$ cat src/rtl/pdm_pkg.sv
// -----------------------------------------------------------------------------
// pdm_pkg
// Shared constants and types for the PDM microphone capture block.
//   SAMPLE_W_DEF : default bits per decimated sample
//   WORD_W       : packed output word width (four samples)
//   CLK_DIV_DEF  : default system clocks per mic_clk half-period
//   WINDOW_DEF   : default mic_clk periods per output sample
//   NUM_LANES    : samples packed per output word
//   pdm_state_e  : capture controller states
// -----------------------------------------------------------------------------
package pdm_pkg;

    localparam int SAMPLE_W_DEF = 8;
    localparam int NUM_LANES    = 4;
    localparam int WORD_W       = NUM_LANES * SAMPLE_W_DEF;
    localparam int CLK_DIV_DEF  = 21;
    localparam int WINDOW_DEF   = 240;

    typedef enum logic [1:0] {
        ST_IDLE  = 2'd0,
        ST_ACCUM = 2'd1,
        ST_WRITE = 2'd2
    } pdm_state_e;

endpackage

$ cat src/rtl/pdm_if.sv
// -----------------------------------------------------------------------------
// pdm_if
// Signals between the capture block, the microphone and the downstream
// RAM controller.
//   micData  : PDM bit stream from the microphone
//   mic_clk  : clock driven to the microphone
//   count_en : level enable from the controller (high = capture permitted)
//   ram_data : packed word of four samples, lane 0 in the low bits
//   ram_wr   : one-cycle write strobe, ram_data valid in that cycle
// Modports:
//   master : the capture block
//   slave  : the microphone / controller side
// -----------------------------------------------------------------------------
interface pdm_if #(
    parameter int SAMPLE_W = pdm_pkg::SAMPLE_W_DEF
) ();

    logic                    micData;
    logic                    mic_clk;
    logic                    count_en;
    logic [4*SAMPLE_W-1:0]   ram_data;
    logic                    ram_wr;

    modport master (
        input  micData,
        input  count_en,
        output mic_clk,
        output ram_data,
        output ram_wr
    );

    modport slave (
        output micData,
        output count_en,
        input  mic_clk,
        input  ram_data,
        input  ram_wr
    );

endinterface

$ cat src/rtl/pdm_clk_gen.sv
// -----------------------------------------------------------------------------
// pdm_clk_gen
// Free-running microphone clock divider.
//   clk         : system clock
//   rst_n       : asynchronous active-low reset
//   mic_clk     : toggles every CLK_DIV clk cycles, starts low
//   sample_tick : high for the single clk cycle in which mic_clk is being
//                 driven 1->0 (the PDM data sample point)
// -----------------------------------------------------------------------------
module pdm_clk_gen import pdm_pkg::*; #(
    parameter int CLK_DIV = CLK_DIV_DEF
) (
    input  logic clk,
    input  logic rst_n,
    output logic mic_clk,
    output logic sample_tick
);

    localparam int DIV_W = $clog2(CLK_DIV);

    logic [DIV_W-1:0] div_q, div_d;
    logic             mic_clk_q, mic_clk_d;
    logic             div_wrap;

    assign div_wrap = (div_q == DIV_W'(CLK_DIV - 1));

    always_comb begin
        div_d     = div_q;
        mic_clk_d = mic_clk_q;
        if (div_wrap) begin
            div_d     = '0;
            mic_clk_d = ~mic_clk_q;
        end else begin
            div_d = div_q + DIV_W'(1);
        end
    end

    always_ff @(posedge clk or negedge rst_n) begin
        if (!rst_n) begin
            div_q     <= '0;
            mic_clk_q <= 1'b0;
        end else begin
            div_q     <= div_d;
            mic_clk_q <= mic_clk_d;
        end
    end

    assign mic_clk = mic_clk_q;
    // The edge that ends this cycle takes mic_clk low; the microphone data is
    // stable there, so this is where the capture block samples it.
    assign sample_tick = div_wrap & mic_clk_q;

endmodule

$ cat src/rtl/pdm_capture.sv
// -----------------------------------------------------------------------------
// pdm_capture
// Decimates a PDM microphone stream by counting ones over WINDOW mic_clk
// periods, packs four such samples into one word and strobes it out.
//   clk   : system clock
//   rst_n : asynchronous active-low reset
//   bus   : pdm_if master (micData, count_en in; mic_clk, ram_data, ram_wr out)
// Dropping count_en during accumulation throws away the partial word; dropping
// it during the write cycle does not cancel that write.
// -----------------------------------------------------------------------------
module pdm_capture import pdm_pkg::*; #(
    parameter int CLK_DIV  = CLK_DIV_DEF,
    parameter int WINDOW   = WINDOW_DEF,
    parameter int SAMPLE_W = SAMPLE_W_DEF
) (
    input  logic  clk,
    input  logic  rst_n,
    pdm_if.master bus
);

    localparam int                 WIN_W     = $clog2(WINDOW + 1);
    localparam int                 WORD_W_L  = NUM_LANES * SAMPLE_W;
    localparam logic [SAMPLE_W-1:0] ACC_MAX  = {SAMPLE_W{1'b1}};

    logic mic_clk;
    logic sample_tick;
    logic mic_bit;
    logic count_en;

    pdm_clk_gen #(
        .CLK_DIV (CLK_DIV)
    ) u_clk_gen (
        .clk         (clk),
        .rst_n       (rst_n),
        .mic_clk     (mic_clk),
        .sample_tick (sample_tick)
    );

    assign mic_bit  = bus.micData;
    assign count_en = bus.count_en;

    pdm_state_e            state_q, state_d;
    logic [SAMPLE_W-1:0]   acc_q, acc_d;
    logic [WIN_W-1:0]      win_q, win_d;
    logic [1:0]            lane_idx_q, lane_idx_d;
    // Only lanes 0..2 need storage; lane 3 goes straight into the output word.
    logic [SAMPLE_W-1:0]   lanes_q [0:2];
    logic [SAMPLE_W-1:0]   lanes_d [0:2];
    logic [WORD_W_L-1:0]   ram_data_q, ram_data_d;
    logic                  ram_wr_q, ram_wr_d;

    logic [SAMPLE_W-1:0]   acc_inc;
    logic                  last_sample;

    // Saturating add of the current PDM bit.
    assign acc_inc     = (acc_q == ACC_MAX) ? ACC_MAX : (acc_q + SAMPLE_W'(mic_bit));
    assign last_sample = (win_q == WIN_W'(WINDOW - 1));

    always_comb begin
        state_d    = state_q;
        acc_d      = acc_q;
        win_d      = win_q;
        lane_idx_d = lane_idx_q;
        ram_data_d = ram_data_q;
        ram_wr_d   = 1'b0;
        for (int i = 0; i < 3; i++) begin
            lanes_d[i] = lanes_q[i];
        end

        case (state_q)
            // IDLE and ACCUM share one path: in IDLE everything is already
            // zero, so a sample point in the same cycle count_en rises simply
            // becomes the first bit of the first window.
            ST_IDLE, ST_ACCUM: begin
                if (!count_en) begin
                    state_d    = ST_IDLE;
                    acc_d      = '0;
                    win_d      = '0;
                    lane_idx_d = '0;
                    for (int i = 0; i < 3; i++) begin
                        lanes_d[i] = '0;
                    end
                end else begin
                    state_d = ST_ACCUM;
                    if (sample_tick) begin
                        if (last_sample) begin
                            acc_d = '0;
                            win_d = '0;
                            if (lane_idx_q == 2'd3) begin
                                ram_data_d = {acc_inc, lanes_q[2], lanes_q[1], lanes_q[0]};
                                ram_wr_d   = 1'b1;
                                lane_idx_d = '0;
                                state_d    = ST_WRITE;
                            end else begin
                                for (int i = 0; i < 3; i++) begin
                                    if (lane_idx_q == 2'(i)) begin
                                        lanes_d[i] = acc_inc;
                                    end
                                end
                                lane_idx_d = lane_idx_q + 2'd1;
                            end
                        end else begin
                            acc_d = acc_inc;
                            win_d = win_q + WIN_W'(1);
                        end
                    end
                end
            end

            // The strobe and data were registered on entry; the enable only
            // decides where to go next, so dropping it here keeps the write.
            ST_WRITE: begin
                state_d = count_en ? ST_ACCUM : ST_IDLE;
            end

            default: begin
                state_d = ST_IDLE;
            end
        endcase
    end

    always_ff @(posedge clk or negedge rst_n) begin
        if (!rst_n) begin
            state_q    <= ST_IDLE;
            acc_q      <= '0;
            win_q      <= '0;
            lane_idx_q <= '0;
            ram_data_q <= '0;
            ram_wr_q   <= 1'b0;
            for (int i = 0; i < 3; i++) begin
                lanes_q[i] <= '0;
            end
        end else begin
            state_q    <= state_d;
            acc_q      <= acc_d;
            win_q      <= win_d;
            lane_idx_q <= lane_idx_d;
            ram_data_q <= ram_data_d;
            ram_wr_q   <= ram_wr_d;
            for (int i = 0; i < 3; i++) begin
                lanes_q[i] <= lanes_d[i];
            end
        end
    end

    assign bus.mic_clk  = mic_clk;
    assign bus.ram_data = ram_data_q;
    assign bus.ram_wr   = ram_wr_q;

endmodule

$ cat src/flat_wrapper.sv
// flat-port wrapper written by rule: the top's interface ports become plain ports
module pdm_capture_flat import pdm_pkg::*;
#(
    parameter int CLK_DIV  = CLK_DIV_DEF,
    parameter int WINDOW   = WINDOW_DEF,
    parameter int SAMPLE_W = SAMPLE_W_DEF
)
  (clk, rst_n, bus_micData, bus_count_en, bus_mic_clk, bus_ram_data, bus_ram_wr);
  pdm_if #(.SAMPLE_W(SAMPLE_W)) bus_i ();
  input  logic clk;
  input  logic rst_n;
  input wire logic [$bits(bus_i.micData)-1:0] bus_micData;
  input wire logic [$bits(bus_i.count_en)-1:0] bus_count_en;
  output wire logic [$bits(bus_i.mic_clk)-1:0] bus_mic_clk;
  output wire logic [$bits(bus_i.ram_data)-1:0] bus_ram_data;
  output wire logic [$bits(bus_i.ram_wr)-1:0] bus_ram_wr;
  assign bus_i.micData = bus_micData;
  assign bus_i.count_en = bus_count_en;
  assign bus_mic_clk = bus_i.mic_clk;
  assign bus_ram_data = bus_i.ram_data;
  assign bus_ram_wr = bus_i.ram_wr;
  pdm_capture #(.CLK_DIV(CLK_DIV), .WINDOW(WINDOW), .SAMPLE_W(SAMPLE_W)) u_core (.clk(clk), .rst_n(rst_n), .bus(bus_i));
endmodule
$ cat config.mk
export PLATFORM = sky130hd
export DESIGN_NAME = pdm_capture_flat
export DESIGN_NICKNAME = d
export VERILOG_FILES = /design/src/rtl/pdm_pkg.sv /design/src/rtl/pdm_if.sv /design/src/rtl/pdm_clk_gen.sv /design/src/rtl/pdm_capture.sv /design/src/flat_wrapper.sv
export SDC_FILE = /design/constraint.sdc
export NUM_CORES = 1
export LEC_CHECK = 0
export CORE_MARGIN = 4
export CORE_UTILIZATION = 51
export DETAILED_ROUTE_END_ITERATION = 8
export PLACE_DENSITY_LB_ADDON = 0.1
export SLEW_MARGIN = 30
export SYNTH_ARGS = -nofsm -noshare
export SYNTH_HDL_FRONTEND = slang
export SYNTH_SLANG_ARGS = --single-unit
export TNS_END_PERCENT = 20
$ cat constraint.sdc
create_clock -name clk -period 2 [get_ports clk]
set_clock_uncertainty 0.05 [all_clocks]
set_input_delay 0.2 -clock clk [delete_from_list [all_inputs] [get_ports clk]]
set_output_delay 0.2 -clock clk [all_outputs]
set_load 0.03 [all_outputs]
Yosys cells after proc, flatten, opt, wreduce, memory -nomap -nowiden
Index checks and enable logic that the tools add are counted.

cells by class
  eq/ne operators = 14
  reduce and logical (&&, ||, !) cells = 9
  div/mod/pow operators = 0
  bitwise gates (word level) = 2
  multiplexer cells = 30
  shift operators = 0
  multipliers = 0
  add/subtract/negate cells = 4
  magnitude comparators = 0

operator list
  cell                                                                    number
  24-bit 2-to-1 mux                                                       4
  8-bit 2-to-1 mux                                                        10
  5-bit AND reduction                                                     4
  8-bit equality test (second input constant)                             2
  2-bit 2-to-1 mux                                                        8
  2-bit by 1-bit != test with 1-bit output (second input constant)        5
  8-bit by 1-bit adder with 8-bit output                                  1
  8-bit by 1-bit adder with 8-bit output (second input constant)          1
  2-bit equality test (second input constant)                             3
  1-bit 2-to-1 mux                                                        6
  5-bit by 1-bit adder with 5-bit output (second input constant)          1
  5-bit equality test (second input constant)                             1
  5-bit 2-to-1 mux                                                        1
  2-bit by 1-bit equality test with 1-bit output (second input constant)  2
  2-bit logical NOT                                                       2
  2-bit case mux with 2 select lines                                      1
  3-bit AND reduction                                                     1
  2-bit by 1-bit adder with 2-bit output (second input constant)          1
  2-bit != test (second input constant)                                   1
  2-bit AND reduction                                                     1
  2-bit OR reduction                                                      1
  1-bit AND                                                               1
  1-bit NOT                                                               1

word-level totals
  output and inout port bits = 34
  input bits = 4
  bits in registers = 83
  memory bits (writable) = 0
  latch bits = 0
  logic and storage cells = 70
  memories = 0
  memory bits (read-only) = 0

Depth between registers and ports, before layout
Gate-level depths: netlist (run 1).

  depth after elaboration = 7
  gate-level depth with buffers = 9
  gate-level depth less buffers = 6

Cells and area by module
From an unflattened synthesis (run 1), not the netlist that was laid out.

second synthesis, totals
  cell total of the unflattened synthesis = 288
  area total of the unflattened synthesis = 3706.1 um^2

modules (own cells, without submodules)
  module       cells an instance  sequential area each (um^2)  area each (um^2)  times used
  pdm_capture  263                1876.8                       3410.8            1
  pdm_clk_gen  25                 150.1                        295.3             1

Least setup slack after synthesis (run 1)
OpenSTA, ideal clock, no wires.

  path kind = reg2reg
  from = reg u_core.u_clk_gen.div_q[0]
  to = reg u_core.ram_data_q[0] (netlist: u_core.bus.ram_data[0])
  library setup time = 0.125 ns
  cell stages (with the launch flop) = 9
  data required time = 1.825 ns
  arrival time = 1.880 ns
  path buffers = 2
  slack = -0.055 ns
  clock period less this slack = 2.055 ns
  cell sequence = dfrtp_1 > inv_1 > ha_1 > and4b_1 > buf_2 > nand4_4 > nor3_4 > buf_6 > mux2_4

between the ends
  longest elaborated chain between the ends = 3

RTL lines
  item                           line                source
  start, declared                pdm_clk_gen.sv:21   logic [DIV_W-1:0] div_q, div_d;
  start signal, assigned         pdm_clk_gen.sv:43   div_q <= div_d;
  5-bit equality test            pdm_clk_gen.sv:25   assign div_wrap = (div_q == DIV_W'(CLK_DIV - 1));
  1-bit AND                      pdm_clk_gen.sv:51   assign sample_tick = div_wrap & mic_clk_q;
  5-bit AND reduction (no line)  n/a
  end signal, assigned           pdm_capture.sv:138  ram_data_q <= ram_data_d;
  end, declared                  pdm_capture.sv:49   logic [WORD_W_L-1:0] ram_data_q, ram_data_d;

No other way between the ends.
A chain may end at the register's enable or synchronous reset.

Worst setup path after layout (run 1)
  from = reg u_core.u_clk_gen.div_q[1]
  to = reg u_core.ram_data_q[21] (netlist: u_core.bus.ram_data[21])

The elaborated chain is that of the path after synthesis.

==> results.cfg, run 1 <==
[timing]
tightest_slew_ns = 0.448
worst_hold_slack_ns = 0.269
rsz0062_at_grt = true
slew-limit-headroom = 0.702
setup_viol = 0
fmax_ghz = 0.506
setup_slack_ns = 0.0244
finalCriticalPeriod_ns = 1.98
post-route-period-util = 0.988
final_hold_viol_count = 0
drv_slew = 0

[placement]
post-place-ws_ns = -0.0460
dpl.hpwl_mm = 5.84
place_inst = 489
port_buffers = 37
gp_congestion = 0.857

[grt]
grt-ovfl-total = 0
track_usage = 0.206
grt_pass1_wl_mm = 14.4
first_global_vias = 2889
grt_max_degree = 34
antenna_found_initial = 0

[finish]
diodes = 0
finalNetCount = 427
final_layout_size_suffix_gt1_frac = 0.241
final_cell_mix = dfrtp_1, buf_4, nand2_1, clkdlybuf4s50_1, mux2_4
finalCoreUtilization = 0.675
syn_to_final_growth_pct = 27.3
final_cells = 518
final_common_cell = dfrtp_1

[logic_synthesis]
synth-seq-area-share = 0.528
synthesis.area_um2 = 3890
synth_adder_area_share = 0.0290
synth_top_family_by_area = multiplexers
syn_nets = 347
synth_xor_area_frac = 0.00451
synth-seq-cells = 82
synth-simple-area-share = 0.127
postSynthAreaPerCell_um2 = 11.6
synth_edf_count = 0
ys_warn_count = 0
synthMuxAreaShare = 0.149
yosys_most_used_dff = dfrtp_1
yosysUniqueCellTypes = 44
synthArstFlopShare = 1.00
synth_compound_area_frac = 0.121
synth_cells = 334

[setup_path]
critPathSlowestCell = dfrtp_1
crit_path_max_fanout = 8
cp-end-kind = flop
r2r-start = u_core.u_clk_gen.div_q[1]
r2r_cells = 8
critical_path_required_ns = 2.19
crit_chain = inv_1 -> ha_2 -> and4b_2 -> nand4_4 -> nor3_4 -> buf_6 -> buf_12 -> mux2_4
startpoint_type = flop
crit_arrival_ns = 2.16
max_stage_delay_ns = 0.39
path_class = flop to flop
crit_start = u_core.u_clk_gen.div_q[1]

[die]
initial_core_util = 0.530
core_um2 = 7330
die_w_um = 95.3
dieArea_um2 = 9080
ioPinCount = 38
fp.dieH_um = 95.3
rows = 31

[detailed_routing]
num_vias = 2885
viasPerCell = 5.57
ant_nets = 0
wirelength_mm = 8.60
drt-initial-drc-count = 164
drt-pass1-iter-count = 4
drc = 0
wl_per_cell_um = 16.6

[clock_network]
cts_tree = yes
cts_sinks = 82
htreeDepth = 3
clockBufferDepth = 2
root_buffer = clkbuf_8
numCtsBuffers = 9
clk_latency_ns = 0.36
path_clk_slew_ns = 0.09

[power]
p_leak_nw = 2.29
power_mw = 2.88
clkPwrFrac = 0.392
switching_power_uw = 698
power_density_nw_per_um2 = 582
pwr-share-comb = 0.032
swShare = 0.243
pwr-share-seq = 0.576
p_int_mw = 2.18
peakVddDrop_v = 0.000326

[job]
cap_violations = 0

[hold_path]
holdCritPathClass = input port to async pin

[status]
status = complete, no violations
-- power groups by stage --
stage                     Sequential, mW  Clock [mW]  Combinational (mW)
after floorplan                     1.69           0              0.0294
after global placement              1.69           0              0.0923
after detailed placement            1.69           0              0.0933
after CTS                           1.66        1.16              0.0948
after global routing                1.66        1.23               0.104
final                               1.66        1.13              0.0927
-- registers in the layout, indices dropped and copies added, names as in the netlist --
register	flops
u_core.state_q	1
u_core.bus.ram_wr	1
u_core.win_q	8
u_core.lane_idx_q	2
u_core.u_clk_gen.mic_clk	1
u_core.u_clk_gen.div_q	5
u_core.bus.ram_data	32
u_core.lanes_q	24
u_core.acc_q	8
-- metrics by stage --
step            TNS, ns  instance area [um2]
3_3_place_gp   -0.00728                 4570
3_5_place_dp     -0.154                 4570
5_1_grt          -0.747                 4950
6_report              0                 4950
4_1_cts         -0.0224                 4870
2_1_floorplan         0                 3890
-- layout make-up --
| cell class | count | area [um2] |
|---|---|---|
| Tap cell | 99 | 124 |
| Fill cell | 553 | 2380 |
| Sequential cell | 82 | 2050 |
| Clock buffer | 10 | 138 |
| Multi-Input combinational cell | 218 | 1690 |
| Inverter | 17 | 63.8 |
| Clock inverter | 6 | 48.8 |
| Timing Repair Buffer | 86 | 828 |
-- synthesized netlist by cell type, types with 9 or more instances --
cell type	n	area, um2
mux2i_1	18	180
ha_1	9	113
nor2_1	11	41.3
dfrtp_1	82	2050
o2bb2ai_1	13	114
nand2_1	37	139
a21oi_1	14	70.1
o21ai_0	16	80.1
inv_1	17	63.8
mux2_4	25	375
-- critical path: cells and delay by family, from the launching register on --
family | cells | cell delay, ns
fa+ha+maj | 1 | 0.17
buf+inv | 3 | 0.38
simple gates | 3 | 0.57
mux | 1 | 0.30
flops | 1 | 0.39
-- metal layers --
metal,vias up,global-route usage,part of all wire
li1,1375,-,-
met1,1417,0.285,0.48
met2,77,0.318,0.47
met3,16,0.0395,0.035
met4,0,0.0889,0.021
met5,-,0,0
-- logic make-up (layout without fill, tap and decap cells) --
kind of cell	count (synthesis)	in the layout
buffers and inverters	34	119
xor gates and xnor gates	2	2
muxes	45	45
and+or+nand+nor	91	91
DFF	82	82
adders and majority gates	9	9
AOI/OAI and AO/OA	71	71
-- worst paths after layout --
path	endpoint	slack, ns
max in group asynchronous	u_core.bus.ram_data[1]	0.99
setup reg to reg	u_core.bus.ram_data[21]	0.02
hold reg to reg	u_core.lanes_q[21]	0.45
hold / removal	u_core.bus.ram_data[13]	0.27
setup / recovery	u_core.bus.ram_data[21]	0.02
min in group clk	u_core.lanes_q[21]	0.45
-- timing repair --
| item | in CTS | in global routing |
|---|---|---|
| hold buffers | 1 | 0 |
| setup endpoints to repair | 27 | 60 |
| buffers inserted | 5 | 4 |
| hold endpoints to repair | 31 | 0 |
| pin swaps | 1 | 2 |
| resized for setup | 6 | 7 |
| cloned | 2 | 1 |
Note: power is estimated with default switching activity, not from simulation.
==> inputs of run 2 (changes only) <==
CORE_UTILIZATION = 61   (was 51)
SLEW_MARGIN = 40   (was 30)
clock period = 2.3 ns   (was 2 ns; I/O delays follow)
==> run 2 against run 1 <==
Largest cell class unchanged. Worst hold slack improved by 0.12 ns. Wire length down 7.5%. Largest power group unchanged. Highest routed layer unchanged. Cell count down 11%. Worst setup slack improved by 0.13 ns. Clock-buffer cell count rose by 1.
==> results.cfg, run 2 (same netlist as run 1, synthesis figures left out) <==
[status]
status = complete, no violations

[setup_path]
endpoint = u_core.lanes_q[18]
critical_path_required_ns = 2.47
crit_start = u_core.win_q[0]
crit_path_max_fanout = 10
cp-end-kind = flop
worstReg2RegEnd = u_core.lanes_q[18]
crit_arrival_ns = 2.32
startpoint_type = flop
rrSetupSlack_ns = 0.15
r2r-start = u_core.win_q[0]
r2r_cells = 6
path_class = flop to flop

[timing]
fmax_ghz = 0.466
worst_hold_slack_ns = 0.388
rsz0062_at_grt = false
final_hold_viol_count = 0
setup_viol = 0
finalCriticalPeriod_ns = 2.15
post-route-period-util = 0.933
slew-limit-headroom = 0.581
setup_tns_ns = 0
drv_slew = 0
tightest_slew_ns = 0.629
setup_slack_ns = 0.154

[die]
die_w_um = 87.8
rows = 28
initial_core_util = 0.641
fp.dieH_um = 87.8
core_um2 = 6060
dieArea_um2 = 7710
ioPinCount = 38

[finish]
finalCoreUtilization = 0.763
syn_to_final_growth_pct = 19.0
final_cells = 463
finalNetCount = 396
largest_register_ffs = 32
final_cell_mix = dfrtp_1, nand2_1, clkdlybuf4s50_1
diodes = 0
final_common_cell = dfrtp_1
final_layout_size_suffix_gt1_frac = 0.168

[detailed_routing]
drt-pass1-iter-count = 4
viasPerCell = 5.84
drt-initial-drc-count = 244
wl_per_cell_um = 17.2
drc = 0
wirelength_mm = 7.96
ant_nets = 0
num_vias = 2704

[power]
clkPwrFrac = 0.419
power_density_nw_per_um2 = 563
swShare = 0.222
switching_power_uw = 579
p_leak_nw = 2.12
peakVddDrop_v = 0.000406
pwr-share-comb = 0.028
p_int_mw = 2.03
pwr-share-seq = 0.553

[clock_network]
cts_sinks = 82
clk_latency_ns = 0.35
clockBufferDepth = 2
htreeDepth = 3
root_buffer = clkbuf_8
cts_tree = yes
path_clk_slew_ns = 0.08
numCtsBuffers = 9

[grt]
grt_pass1_wl_mm = 13.6
antenna_found_initial = 0
track_usage = 0.231
grt-ovfl-total = 0
grt_max_degree = 51
met3_usage = 0.0376
met2_usage = 0.373
grt_use_met1 = 0.314
grt_busiest_layer = met2
first_global_vias = 2725

[job]
cap_violations = 0

[placement]
place_inst = 446
gp_congestion = 0.891
post-place-ws_ns = 0.115
port_buffers = 37
dpl.hpwl_mm = 5.72

[hold_path]
holdCritPathClass = input port to async pin
==> run 2: cell types whose count changed in the layout (fill, tap and decap cells not counted), moves of 2 or more <==
cell    delta
mux2_2     +2
buf_4     -26
buf_6      -2
buf_16     -2
mux2_4     -2
==> run 2: worst min path at each step <==
stage | from | end | slack, ns | cells past startpoint
floorplan | rst_n | u_core.acc_q[0] | -0.12 | 0
global placement | rst_n | u_core.bus.ram_data[13] | 0.24 | 1
detailed placement | rst_n | u_core.bus.ram_data[22] | 0.24 | 1
CTS | rst_n | u_core.bus.ram_data[22] | 0.40 | 2
global route | rst_n | u_core.lanes_q[15] | 0.44 | 2
finish | rst_n | u_core.lanes_q[15] | 0.39 | 2
==> run 2: metal layers <==
layer  vias to the layer above  wire (um)  share of wire
met3                        12        346          0.043
met1                      1317       3640           0.46
met4                         0        144          0.018
met5                         -          0              0
li1                       1314          -              -
met2                        61       3830           0.48
==> run 2: power groups by stage <==
stage          combinational [mW]  clock (mW)  sequential, mW
2_1_floorplan              0.0255           0            1.47
3_3_place_gp               0.0719           0            1.47
3_5_place_dp               0.0730           0            1.47
4_1_cts                    0.0745        1.11            1.44
5_1_grt                    0.0830        1.18            1.44
6_report                   0.0730        1.09            1.44
==> run 2: layout make-up <==
class | instances | area (um2)
clock inverters | 5 | 61.3
well taps | 75 | 93.8
clock buffers | 11 | 151
repair buffers | 55 | 531
multi-input cells | 218 | 1670
fillers | 404 | 1440
flip-flops and latches | 82 | 2050
inverters | 17 | 63.8
==> run 2: stage by stage <==
stage / power [mW] / cell area [um2]
floorplan: 1.50 / 3890
global placement: 1.54 / 4400
detailed placement: 1.54 / 4400
CTS: 2.63 / 4620
global route: 2.70 / 4620
finish: 2.60 / 4620
==> run 2: timing repair <==
item | in CTS | in global routing
endpoints found under the hold margin | 49 | 0
setup buffers | 0 | 0
hold buffers | 1 | 0
setup endpoints to repair | 0 | 10
gates resized for setup | 0 | 1
==> run 2: worst max-delay path, stage by stage, from the launching register on <==
cell and delay [ns]:
dfrtp_1 0.39, ha_1 0.24, and4_1 0.32, buf_4 0.17, and4_1 0.43, nand2_1 0.24
mux2i_1 0.17
